==> config.mk <==
export PLATFORM = sky130hd
export DESIGN_NAME = init_cordic_stream
export DESIGN_NICKNAME = d
export VERILOG_FILES = /design/src/rtl/init_cordic_stream.sv
export SDC_FILE = /design/constraint.sdc
export NUM_CORES = 1
export LEC_CHECK = 0
export CORE_AREA = 2 2 166 168
export CTS_BUF_LIST = sky130_fd_sc_hd__clkbuf_8
export DETAILED_ROUTE_END_ITERATION = 16
export DIE_AREA = 0 0 168 170
export DONT_BUFFER_PORTS = 1
export PLACE_DENSITY = 0.82
export SKIP_LAST_GASP = 1
export SYNTH_ARGS = -nofsm -noshare
export SYNTH_HDL_FRONTEND = slang
export SYNTH_SLANG_ARGS = --single-unit
==> constraint.sdc <==
create_clock -name clk -period 12.45 [get_ports clk]
set_input_delay 2.49 -clock clk [delete_from_list [all_inputs] [get_ports clk]]
set_output_delay 2.49 -clock clk [all_outputs]
set_load 0.02 [all_outputs]
==> src/rtl/init_cordic_stream.sv <==
// CORDIC seed stage: builds four gain-compensated polygon vertices, applies a quadrant
// pre-rotation and queues vertices, residual angle and sideband in a ready/valid FIFO.
module init_cordic_stream #(
    parameter int unsigned SIZE_W  = 7,
    parameter int unsigned COORD_W = 19,
    parameter int unsigned ANGLE_W = 9,
    parameter int unsigned SIDE_W  = 48,
    parameter int unsigned DEPTH   = 2
) (
    input  logic               clk,
    input  logic               reset,
    input  logic               in_valid,
    output logic               in_ready,
    input  logic [SIZE_W-1:0]  in_size,
    input  logic [ANGLE_W-1:0] in_angle,
    input  logic [1:0]         in_form,
    input  logic [SIDE_W-1:0]  in_side,
    output logic               out_valid,
    input  logic               out_ready,
    output logic [COORD_W-1:0] out_v1_x,
    output logic [COORD_W-1:0] out_v1_y,
    output logic [COORD_W-1:0] out_v2_x,
    output logic [COORD_W-1:0] out_v2_y,
    output logic [COORD_W-1:0] out_v3_x,
    output logic [COORD_W-1:0] out_v3_y,
    output logic [COORD_W-1:0] out_v4_x,
    output logic [COORD_W-1:0] out_v4_y,
    output logic [ANGLE_W-1:0] out_angle,
    output logic               out_enable,
    output logic [SIDE_W-1:0]  out_side
);

    localparam int unsigned PTR_W  = (DEPTH > 1) ? $clog2(DEPTH) : 1;
    localparam int unsigned CNT_W  = $clog2(DEPTH + 1);
    localparam int unsigned C      = COORD_W;
    localparam int unsigned VERT_W = 8 * COORD_W;
    localparam logic [CNT_W-1:0]   FULL    = CNT_W'(DEPTH);
    localparam logic [ANGLE_W-1:0] QUARTER = ANGLE_W'(1 << (ANGLE_W - 2));

    logic [CNT_W-1:0] count_q, count_d;
    logic [PTR_W-1:0] wr_ptr_q, rd_ptr_q;
    logic             push, pop;

    logic [C-1:0]       b, p, n;
    logic [C-1:0]       bx [4];
    logic [C-1:0]       by [4];
    logic [C-1:0]       rx [4];
    logic [C-1:0]       ry [4];
    logic [ANGLE_W-1:0] residual;
    logic [VERT_W-1:0]  vert_w;

    logic [VERT_W-1:0]  mem_vert  [DEPTH];
    logic [ANGLE_W-1:0] mem_angle [DEPTH];
    logic               mem_en    [DEPTH];
    logic [SIDE_W-1:0]  mem_side  [DEPTH];
    logic [VERT_W-1:0]  head_vert;

    // Handshake flags come from the count register; reset gating keeps both low during reset.
    assign in_ready  = reset && (count_q != FULL);
    assign out_valid = reset && (count_q != '0);
    assign push      = in_valid && in_ready;
    assign pop       = out_valid && out_ready;

    // Gain compensation approximates 0.607 * size with shift-adds.
    always_comb begin
        b = C'(in_size);
        p = (b >> 1) + (b >> 4) + (b >> 5) + (b >> 7) + (b >> 8);
        n = -p;
        bx[0] = n;  by[0] = n;
        bx[1] = n;  by[1] = p;
        bx[2] = p;  by[2] = p;
        bx[3] = p;  by[3] = n;
        case (in_form)
            2'd1: begin
                bx[0] = '0; by[0] = n;
                bx[1] = n;  by[1] = p;
                bx[2] = p;  by[2] = p;
                bx[3] = '0; by[3] = '0;
            end
            2'd2: begin
                bx[0] = '0; by[0] = n;
                bx[1] = n;  by[1] = '0;
                bx[2] = '0; by[2] = p;
                bx[3] = p;  by[3] = '0;
            end
            default: ;
        endcase
    end

    always_comb begin
        residual = in_angle;
        vert_w   = '0;
        for (int k = 0; k < 4; k++) begin
            rx[k] = bx[k];
            ry[k] = by[k];
        end
        unique case (in_angle[ANGLE_W-1 -: 2])
            2'b01: begin
                residual = in_angle - QUARTER;
                for (int k = 0; k < 4; k++) begin
                    rx[k] = -by[k];
                    ry[k] = bx[k];
                end
            end
            2'b10: begin
                residual = in_angle + QUARTER;
                for (int k = 0; k < 4; k++) begin
                    rx[k] = by[k];
                    ry[k] = -bx[k];
                end
            end
            default: ;
        endcase
        for (int k = 0; k < 4; k++) begin
            vert_w[(8 - 2 * k) * C - 1 -: C] = rx[k];
            vert_w[(7 - 2 * k) * C - 1 -: C] = ry[k];
        end
    end

    always_comb begin
        count_d = count_q;
        case ({push, pop})
            2'b10:   count_d = count_q + CNT_W'(1);
            2'b01:   count_d = count_q - CNT_W'(1);
            default: ;
        endcase
    end

    always_ff @(posedge clk) begin
        if (!reset) begin
            count_q  <= '0;
            wr_ptr_q <= '0;
            rd_ptr_q <= '0;
        end else begin
            count_q <= count_d;
            if (push) wr_ptr_q <= wr_ptr_q + PTR_W'(1);
            if (pop)  rd_ptr_q <= rd_ptr_q + PTR_W'(1);
        end
    end

    always_ff @(posedge clk) begin
        if (push) begin
            mem_vert[wr_ptr_q]  <= vert_w;
            mem_angle[wr_ptr_q] <= residual;
            mem_en[wr_ptr_q]    <= (residual != '0);
            mem_side[wr_ptr_q]  <= in_side;
        end
    end

    assign head_vert = mem_vert[rd_ptr_q];

    always_comb begin
        out_v1_x   = '0;
        out_v1_y   = '0;
        out_v2_x   = '0;
        out_v2_y   = '0;
        out_v3_x   = '0;
        out_v3_y   = '0;
        out_v4_x   = '0;
        out_v4_y   = '0;
        out_angle  = '0;
        out_enable = 1'b0;
        out_side   = '0;
        if (out_valid) begin
            out_v1_x   = head_vert[8 * C - 1 -: C];
            out_v1_y   = head_vert[7 * C - 1 -: C];
            out_v2_x   = head_vert[6 * C - 1 -: C];
            out_v2_y   = head_vert[5 * C - 1 -: C];
            out_v3_x   = head_vert[4 * C - 1 -: C];
            out_v3_y   = head_vert[3 * C - 1 -: C];
            out_v4_x   = head_vert[2 * C - 1 -: C];
            out_v4_y   = head_vert[C - 1 -: C];
            out_angle  = mem_angle[rd_ptr_q];
            out_enable = mem_en[rd_ptr_q];
            out_side   = mem_side[rd_ptr_q];
        end
    end

endmodule

Word-level counts from Yosys, hierarchy flattened
Memories as Yosys holds them, arrays and structs flattened. A register that Yosys moved wholly into a read port is not among the register bits. Index checks and enable logic that the tools add are counted.

Bits in registers: 4. Output and inout bits: 212. Memory bits (writable): 420. Memories kept: 4. Input port bits: 70.

Reduce and logical (&&, ||, !) cells: 7. Equality and inequality tests: 7. Add/sub/neg operators: 17. Multiplexer cells: 27.

Memories: mem_vert (words 2, width 152, read ports 1, clocked after Yosys merged registers in 1, write ports 1, line 52) `logic [VERT_W-1:0] mem_vert [DEPTH];`; mem_side (words 2, width 48, read ports 1, clocked after Yosys merged registers in 1, write ports 1, line 55) `logic [SIDE_W-1:0] mem_side [DEPTH];`; mem_angle (words 2, width 9, read ports 1, clocked after Yosys merged registers in 1, write ports 1, line 53) `logic [ANGLE_W-1:0] mem_angle [DEPTH];`; mem_en (words 2, width 1, read ports 1, clocked after Yosys merged registers in 1, write ports 1, line 54) `logic mem_en [DEPTH];`.

Operators with widths (number): one-hot mux 76 bit (2 select lines) (3); 2-to-1 mux 19 bit (8); negator 19 bit (7); one-hot mux 46 bit (2 select lines) (1); 2-to-1 mux 48 bit (1); negator 8 -> 19 bit (2); one-hot mux 9 bit (2 select lines) (1); 2-to-1 mux 1 bit (11); adder 9 x 8 -> 9 bit (second input constant) (1); 2-to-1 mux 9 bit (1); nonzero test 9 bit (1); subtractor 9 x 8 -> 9 bit (second input constant) (1); adder 7 x 2 -> 8 bit (1); adder 6 x 3 -> 7 bit (1); equality test 2 x 1 -> 1 bit (second input constant) (3); equality test 2 bit (second input constant) (3); logical AND 1 bit (4); one-hot mux 2 bit (2 select lines) (1); nonzero test 2 bit (2); adder 1 bit (second input constant) (2); adder 2 x 1 -> 2 bit (second input constant) (1); != test 2 bit (second input constant) (1); subtractor 2 x 1 -> 2 bit (second input constant) (1).

Logic depth before layout (Yosys ltp)
Depth in word-level cells: 6. Gate-level depth with buffers: 19.

Least setup slack after synthesis
No wires, ideal clock.

Path kind: input-to-reg. Start: in reset. End: mem mem_angle[0][0], enable pin. Data required time: 11.719 ns. Cell stages on the path: 3. Slack: 0.788 ns. Arrival time: 10.931 ns. Buffers on the path: 0. Library setup time: 0.731 ns. Cells stage by stage: a21boi_0 -> nand2_1 -> nor2_1.

Longest elaborated chain between the ends: 4.

Ends and longest elaborated chain: from (decl) (line 11) `input logic reset,`; logical AND 1 bit (line 59) `assign in_ready = reset && (count_q != FULL);`; logical AND 1 bit (line 61) `assign push = in_valid && in_ready;`; 2-to-1 mux 1 bit (line 142) `if (push) begin`; 2-to-1 mux 1 bit (implied by the code) (line 144) `mem_angle[wr_ptr_q] <= residual;`; to (decl) (line 53).

No other way between the ends.

Final worst setup path
Start: in reset. End: out out_v4_y[8].

Longest elaborated chain between the ends: 2.

Ends and longest elaborated chain: logical AND 1 bit (line 60) `assign out_valid = reset && (count_q != '0);`; 2-to-1 mux 19 bit (line 164) `if (out_valid) begin`; to (decl) (line 27) `output logic [COORD_W-1:0] out_v4_y,`.

No other way between the ends.

==> out/metrics.cfg <==
[timing]
post-route-min-period_ns = 6.89
finalMaxSlewViolations = 0
final_min_period_over_clock_period_pct = 55.3
max_clock_freq_ghz = 0.145
finalClockSkew_ns = 0.0348
totalNegativeSetupSlack_ns = 0
worst_slew_margin_rel_pct = 18.1
tightestPinTransition_ns = 1.22
hold_violations = 0
rsz0062_at_grt = false
hold-worst-slack_ns = 0.549
setup_viol_count_final = 0
timing.final.ws_setup_ns = 5.56

[global_routing]
grt_max_degree = 106
grt_antenna_before_repair = 0
vias_in_the_first_global_route = 9807
grt_first_pass_wirelength_mm = 55.7
global_route.usage.total_pct = 25.4
overflow = 0

[pwr]
power.net_switching_mw = 0.841
power.share.switching_pct = 28.9
peakVddDrop_v = 0.0000901
seq_power_share_pct = 51.1
internal_power_mw = 2.06
total_power_mw = 2.90
power_per_cell_area_mw_per_mm2 = 162
comb_power_share_pct = 17.6
clock_power_share_pct = 31.2
power_leakage_nw = 5.89

[route]
first_iter_violations = 1390
final_antenna_net_count = 0
post_drt_via_cell_ratio = 6.32
remaining_drc_errors = 0
wire_per_inst_um = 23.2
wirelength_mm = 37.7
vias_after_detailed_routing = 10300
detailedRoute.firstPassIterationCount = 7

[final_layout]
multi_input_comb_area_mm2 = 0.00521
final.fill_count = 1856
most_common_library_cell_in_the_layout_ignoring_fill_and_taps = edfxtp_1
stdcell_count = 1625
diodes = 0
final_cell_mix = 366 x edfxtp_1, 220 x nor2_1, 186 x mux2i_1
finish.net_count = 1333
seqCellArea_mm2 = 0.0111
area.growth.synth_to_final_pct = 6.22
post_route_cells_drive_above_1_share_pct = 8.96

[clocking]
hold_buffers = 0
clk_pin_slew_worst_paths_ns = 0.05
clock_insertion_delay_worst_skew_ns = 0.61
post_cts_resized = 0
cts_setup_buffers = 0
cts_num_sinks = 371
cts_root_buffer = clkbuf_8
cts_tree = yes
tritoncts.num_buffers = 57
cts-root-to-sink-buffers = 3
cts.htree.levels = 2

[setup_path]
critical_path.most_common_cell = buf_4
critical_path_required_ns = 9.96
critical_path.slowest_cell = nor2_1
timing.critical_path.to_type = output port
worst_ep_arrival_time_ns = 4.40
worstSetupPathType = input port to output port
path_max_fanout = 56
worst_path_dominant_cell_family = simple AND/OR/NAND/NOR gates
worstSetupStartpointType = input port
crit_chain = o21ai_4, buf_4, buf_4, nor2_1
critPathMaxStageDelay_ns = 0.89
cp.buffers_inverters = 2

[die]
die_w_um = 168
fp-row-count = 60
die_h_um = 170
floorplan.core_area_mm2 = 0.0267
floorplan.initialDensity_pct = 63.5
die_area_mm2 = 0.0286
floorplan.io_pins = 282

[yosys]
postSynthAreaPerCell_um2 = 13.2
synth.ff_latch_count = 371
synth_fp_nets = 1369
top_cell_type_s_share_of_synthesized_area_pct = 64.9
synth.yosys.seq_area_share_pct = 65.5
synthCells = 1278
synth.cell_area_mm2 = 0.0169
synth_top_cells_by_area = edfxtp_1 65%, mux2i_1 11%, nor2_1 4.9%, nand2_1 1.5%, buf_4 1.3%
synth_top_flop_cell = edfxtp_1
yosys_warnings = 0
yosysUniqueCellTypes = 81
count_of_flip_flops_with_a_built_in_enable_after_synthesis = 366
synth_area_leader_cell = edfxtp_1
postSynth.asyncResetShare_pct = 0

[hold_path]
worst_hold_path_type = flip-flop to flip-flop

[placement]
gp_congestion = 0.956
number_of_placed_instances_taps_included = 1524
hpwlAfterDp_mm = 24.8
post-place-ws_ns = 5.40
placement.io_buffers = 0

[run]
max_capacitance_violation_count = 0

[outcome]
outcome = complete, no violations

-- kinds of logic (layout without fill, tap and decap cells) --
| group | count (synthesis) | after routing | synth area share (%) |
|---|---|---|---|
| adders and majority gates | 21 | 21 | 1.69 |
| AOI/OAI and AO/OA | 185 | 185 | 7.40 |
| and+or+nand+nor | 361 | 361 | 9.26 |
| muxes | 186 | 186 | 11.0 |
| DFF | 371 | 371 | 65.5 |
| xor gates and xnor gates | 21 | 21 | 1.31 |
| buffers and inverters | 133 | 139 | 3.81 |
-- synth_stat cells, types with 3 or more instances --
library cell and n:
o22ai_1 21, or3_1 3, mux2i_1 186, a22oi_1 6, o221ai_1 5, o21ai_1 8, xnor2_1 13, dfxtp_1 5
a211o_1 3, nor2b_1 5, a22o_1 5, or2_2 3, clkbuf_1 48, fa_1 3, edfxtp_1 366, o21ai_0 42
nand3_1 19, a21oi_1 33, buf_4 30, buf_2 9, nor2_1 221, o31ai_1 9, inv_1 23, ha_1 18
nand2_1 68, buf_1 20, xor2_1 4, and2_1 9, nor3_1 5, buf_6 3, a221o_1 3, a31oi_1 9
and3_1 3, o21a_1 4, nand2b_1 3, nor4_1 4, a32oi_1 4
-- routing by layer --
metal / wire length [um] / up-vias / track usage (%)
li1: - / 4626 / -
met1: 14800 / 4989 / 34.0
met2: 18200 / 572 / 41.4
met4: 1090 / 0 / 8.77
met3: 3700 / 91 / 6.09
met5: 0 / - / 0
-- worst reg2reg max path: cells and delay by family, from the launching register on --
family	cells	cell delay, ns
DFF	1	0.45
buffers and inverters	2	1.01
AOI/OAI and AO/OA	1	0.80
and+or+nand+nor	2	0.94
-- state kept, by name, summed over array words and instances (netlist names), named ones only --
signal	count
rd_ptr_q	1
mem_vert	250
mem_side	96
mem_en	2
mem_angle	18
wr_ptr_q	1
count_q	2
-- stage by stage --
stage          instance area, um2  utilization (%)
2_1_floorplan               16900                -
3_3_place_gp                16900             63.6
3_5_place_dp                16900             63.6
4_1_cts                     18000             67.5
5_1_grt                     18000             67.5
6_report                    18000             67.5
-- power by group through the flow --
stage / sequential [mW] / combinational (mW) / clock [mW]
floorplan: 1.51 / 0.404 / 0
global placement: 1.51 / 0.492 / 0
detailed placement: 1.51 / 0.504 / 0
CTS: 1.49 / 0.505 / 0.923
global route: 1.49 / 0.546 / 0.972
finish: 1.49 / 0.511 / 0.908
-- worst paths after layout --
path / startpoint / end / slack, ns / cells after the start
worst max-delay path: reset / out_v4_y[8] / 5.56 / 4
worst min-delay path: rd_ptr_q / flip-flop / 0.55 / 2
worst max register to register: count_q[0] / mem_side[0][7] / 8.77 / 5
worst min register to register: rd_ptr_q / flip-flop / 0.55 / 2
-- layout make-up --
class,count,area share [%]
flip-flops and latches,371,61.7
multi-input cells,774,29.0
clock buffers,59,4.52
well taps,341,2.37
clock inverters,42,1.21
repair buffers,15,0.696
inverters,23,0.480
(Power assumes the default switching activity.)
